==> config.mk <==
export PLATFORM = sky130hd
export DESIGN_NAME = pipe_stage_reg
export DESIGN_NICKNAME = d
export VERILOG_FILES = /design/src/rtl/pipe_stage_reg.sv
export SDC_FILE = /design/constraint.sdc
export NUM_CORES = 1
export LEC_CHECK = 0
export ABC_AREA = 1
export BUFFER_PORTS_ARGS = -buffer_cell sky130_fd_sc_hd__buf_2
export CORE_ASPECT_RATIO = 0.7
export CORE_MARGIN = 2
export CORE_UTILIZATION = 45
export CTS_CLUSTER_DIAMETER = 60
export DETAILED_ROUTE_END_ITERATION = 10
export PLACE_DENSITY_LB_ADDON = 0.15
export SETUP_SLACK_MARGIN = 0.3
export SLEW_MARGIN = 25
export SYNTH_ARGS = -nofsm -noshare
export SYNTH_HDL_FRONTEND = slang
export SYNTH_SLANG_ARGS = --single-unit
==> constraint.sdc <==
create_clock -name clk -period 2.2 [get_ports clk]
set_clock_uncertainty 0.15 [all_clocks]
set_input_delay 0.66 -clock clk [delete_from_list [all_inputs] [get_ports clk]]
set_output_delay 0.66 -clock clk [all_outputs]
set_load 0.03 [all_outputs]
==> src/rtl/pipe_stage_reg.sv <==
// pipe_stage_reg: two-entry (main + skid) pipeline register with stall/flush and bubble/stall counters.
// Counters are built only when PIPE_STAGE_PERF_EN is defined; otherwise they read as constant 0.
module pipe_stage_reg #(
  parameter int DATA_W = 160,
  parameter int CTRL_W = 10,
  parameter int CNT_W  = 32
) (
  input  logic              clk,
  input  logic              rst_n,
  input  logic              valid_i,
  output logic              ready_o,
  input  logic [CTRL_W-1:0] ctrl_i,
  input  logic [DATA_W-1:0] data_i,
  output logic              valid_o,
  input  logic              ready_i,
  output logic [CTRL_W-1:0] ctrl_o,
  output logic [DATA_W-1:0] data_o,
  input  logic              stall_i,
  input  logic              flush_i,
  output logic [CNT_W-1:0]  bubble_cnt_o,
  output logic [CNT_W-1:0]  stall_cnt_o
);
  logic              main_v, skid_v;
  logic [CTRL_W-1:0] main_c, skid_c;
  logic [DATA_W-1:0] main_d, skid_d;
  logic              accept, send;
  // ready_o is purely the registered skid-empty bit, so ready_i never reaches it
  assign ready_o = ~skid_v;
  assign accept  = valid_i & ready_o;
  assign send    = main_v & ready_i & ~stall_i;
  assign valid_o = main_v;
  assign ctrl_o  = main_v ? main_c : '0;
  assign data_o  = main_d;
  always_ff @(posedge clk) begin
    if (!rst_n) begin
      main_v <= 1'b0;
      skid_v <= 1'b0;
      main_c <= '0;
      skid_c <= '0;
      main_d <= '0;
      skid_d <= '0;
    end else if (flush_i) begin
      main_v <= 1'b0;
      skid_v <= 1'b0;
      main_c <= '0;
      skid_c <= '0;
    end else if (send && skid_v) begin
      main_v <= 1'b1;
      main_c <= skid_c;
      main_d <= skid_d;
      skid_v <= 1'b0;
    end else if (accept && (!main_v || send)) begin
      main_v <= 1'b1;
      main_c <= ctrl_i;
      main_d <= data_i;
    end else if (accept) begin
      skid_v <= 1'b1;
      skid_c <= ctrl_i;
      skid_d <= data_i;
    end else if (send) begin
      main_v <= 1'b0;
    end
  end
`ifdef PIPE_STAGE_PERF_EN
  logic [CNT_W-1:0] bubble_cnt, stall_cnt;
  always_ff @(posedge clk) begin
    if (!rst_n) begin
      bubble_cnt <= '0;
      stall_cnt  <= '0;
    end else begin
      if (!main_v && !(&bubble_cnt)) bubble_cnt <= bubble_cnt + CNT_W'(1);
      if (main_v && !send && !(&stall_cnt)) stall_cnt <= stall_cnt + CNT_W'(1);
    end
  end
  assign bubble_cnt_o = bubble_cnt;
  assign stall_cnt_o  = stall_cnt;
`else
  assign bubble_cnt_o = '0;
  assign stall_cnt_o  = '0;
`endif
endmodule

==> run summary <==
The number of flip-flops and latches in the synthesized netlist was 342; the clock edge transition at the registers on the reported setup and hold paths was 60 ps. For the total routing resource utilization after global routing, the log shows 21.9%. Global routing consumed, on the met3 layer, 4.52% of the routing resources.

For this design the ratio of total power to cell area is 646 nW/µm². Final routed DRC violation total: 0. Counting flops with a built-in enable in the synthesized netlist gives 0. Total placed instance area: 18200 µm². The completed layout was analyzed and its total power is 15.8 mW.

For the number of global-route vias before repair, the log shows 13600. TritonCTS built the clock tree. After floorplanning, the core was divided into 57 placement rows. The top achievable clock speed is 475 MHz, and the worst-case reg-to-reg path depth is 11.

At the end of the flow the core is filled with cells to 70.4%. Number of max-slew violations in the final report: 0. Port buffering added 347 buffers. The min-delay analysis places its worst path in the category input pin to flop. Once detailed placement completed, the half-perimeter wirelength came to 28300 µm.

After detailed routing, the number of vias per cell comes to 4.85. The tools report the initial antenna violation count as 15. The cell at the root of the clock tree was clkbuf_16. Global routing used 35.5% of the available met2 tracks.

Across the VDD grid, the largest voltage drop is 0.465 mV. The fraction of final layout cells sized beyond drive strength 1 works out to 32.8%. The most used flip-flop cell after synthesis is dfxtp_1. The initial core utilization was 45.8%; the post-synthesis average cell area was 6.11 µm². STA classifies the critical path startpoint as a flop. For the via count, the log shows 17200. The tools report the reg-to-reg critical path startpoint as valid_o. In this run the worst setup path terminates at data_o[23].

The most used routing layer was met2. The net count of the finished layout is 3224. The total negative setup slack is 0 ps, and the reg-to-reg setup timing slack is 100 ps. For the count of synthesis-stage warnings from yosys, the log shows 0. CTS built an H-tree with a depth of 2.

The detail-routed net length per standard cell works out to 17.1 µm. Wire length after detailed routing: 61000 µm. The die is 229 µm wide. The total area inside the core boundary comes to 34800 µm².

Clock tree synthesis inserted a total of 37 buffers. Ranked by instance count, the synthesized netlist is headed by nand2_1 (869), nor2_1 (642), dfxtp_1 (342), inv_1 (336), o21ai_0 (161). The run finished with clean final reports. The share of synthesized area in the top cell type comes to 42.9%. Final-report hold violation count: 0. Max-cap violations in this run came to 0. The unique cell type count in the Yosys netlist is 14, and the data required time of the worst path is 2500 ps.

At the worst endpoint, the arrival time is 2400 ps. Dividing the final minimum period by the clock period gives 95.7%. The layout overhead on the synthesized area came out at 53.6%. Classification of the worst setup path: flop to flop.

The congestion estimate from routability-driven global placement came to 0.834. Pin placement for this block handled 412 I/O pins. The deepest clock path buffer count is 3.

Of all nets on the critical path, the largest fanout is 7. The tools report the launching instance or port of the critical path as valid_o. Leaving out filler cells and counting taps, the final layout contains 3556. Of the synthesized area, sequential elements account for 42.9%.

The clock period could shrink to 2100 ps. The first global-routing pass estimated 67300 µm of wire. The floorplan step defined a die boundary enclosing 37000 µm². For this block, the initial DRC count from the detailed router was 1373.

Once detail routing completed, the nets flagged for antenna violations numbered 0. Before antenna repair, the detailed router went through 7 iterations. Clock latency on the worst-skew pair, taken at its later pin, is 530 ps. Once layout is done, the placed cells without fillers occupy 24500 µm². After technology mapping, the gate count stands at 2611. After synthesis, the cell types taking the most area are dfxtp_1 (43%), nand2_1 (20%), nor2_1 (15%), inv_1 (7.9%), o21ai_0 (5.1%). Entering global routing, the biggest net connects 137 pins. The leakage power is 12.9 nW, and the number of placed cells counting well taps is 3334. The most common cell in the synthesized netlist was nand2_1.

The floorplan die height is 161 µm. The global-route track usage on met1 was 29.1%. In this run the critical register-to-register path is captured at data_o[23]. The total setup violations reported at the end of the flow is 0, and the global route total overflow is 0.

The post-synthesis cell type with the largest combined area is dfxtp_1. For the area of the mapped netlist, the log shows 15900 µm². The share of synthesized flip-flops with an asynchronous set or reset was 0%.

STA classifies the critical path endpoint as a flop. Setup repair after global routing could not meet its margin everywhere. The TritonCTS sink count was 342.
-- stage by stage --
step	hold WS [ps]	setup slack, ps
6_report	209	95.2
5_1_grt	205	49.4
4_1_cts	203	126
3_5_place_dp	307	33.9
3_3_place_gp	301	88.0
2_1_floorplan	290	330
-- state kept, by name, summed over array words and instances, names as in the netlist --
name,count
data_o,160
main_c,10
skid_c,10
skid_d,160
skid_v,1
valid_o,1
-- critical path: stages (launching register included) --
cell and delay, ps:
dfxtp_4 370, buf_6 140, buf_6 150, nand2_4 80, o21ai_4 190, nand3_4 170, buf_12 200, clkbuf_16 180
clkbuf_16 180, nand2_4 60, nand2_2 40, nor2_1 110
-- layout by cell type, fill, tap and decap left out, types with 15 or more instances in the layout --
master       n
nand2_2    137
buf_4       93
buf_2      224
nand3_1     20
buf_16      18
clkbuf_4    20
inv_1      329
dfxtp_2     23
conb_1      64
dfxtp_1    318
o21ai_1     46
nor2_2     101
o21ai_0    100
buf_12      32
buf_6       60
clkbuf_16  114
nand2_4     79
a21oi_1     15
buf_8       25
nor2_1     510
nand2_1    653
nor2_4      31
-- cells by family after synthesis --
family	count (synthesis)	share of synthesized area, %
compound gates	183	5.74
buf+inv	551	14.9
flops	342	42.9
other cells	1	0.0235
simple gates	1534	36.3
-- how the worst min path moves through the flow --
stage | startpoint | cells past startpoint | endpoint
CTS | data_i[61] | 3 | skid_d[61]
floorplan | skid_c[0] | 2 | skid_c[0]
finish | data_i[20] | 3 | skid_d[20]
global route | data_i[67] | 3 | skid_d[67]
global placement | skid_c[0] | 2 | skid_c[0]
detailed placement | skid_c[3] | 2 | skid_c[3]
-- layout make-up --
cell class | count | area [µm²]
Inverter | 337 | 1260
Sequential cell | 342 | 6880
Multi-Input combinational cell | 1781 | 8500
Timing Repair Buffer | 549 | 6080
Tap cell | 472 | 591
Antenna cell | 11 | 27.5
Clock inverter | 10 | 85.1
Clock buffer | 54 | 1060
Fill cell | 2731 | 10300
-- per-layer routing --
layer	routed length [µm]	vias up	part of all wire, %
met5	41	-	0.067
met4	2240	6	3.7
met3	4010	164	6.6
met2	29300	648	48
met1	25400	7979	42
li1	-	8438	-
-- report_power, final --
part           internal [mW]  switching [mW]  total [mW]
sequential              6.50           0.176        6.68
combinational           1.17            1.88        3.05
clock                   3.47            2.62        6.09
-- repair_timing --
action                                  in CTS  in global routing
pin swaps                                    1                162
endpoints found under the setup margin      87                383
hold buffers                                 0                  0
endpoints found under the hold margin        0                  0
setup buffers                                4                 24
gates resized for setup                    133                706
cloned                                       0                119
Power figures use the tool's default switching activity.
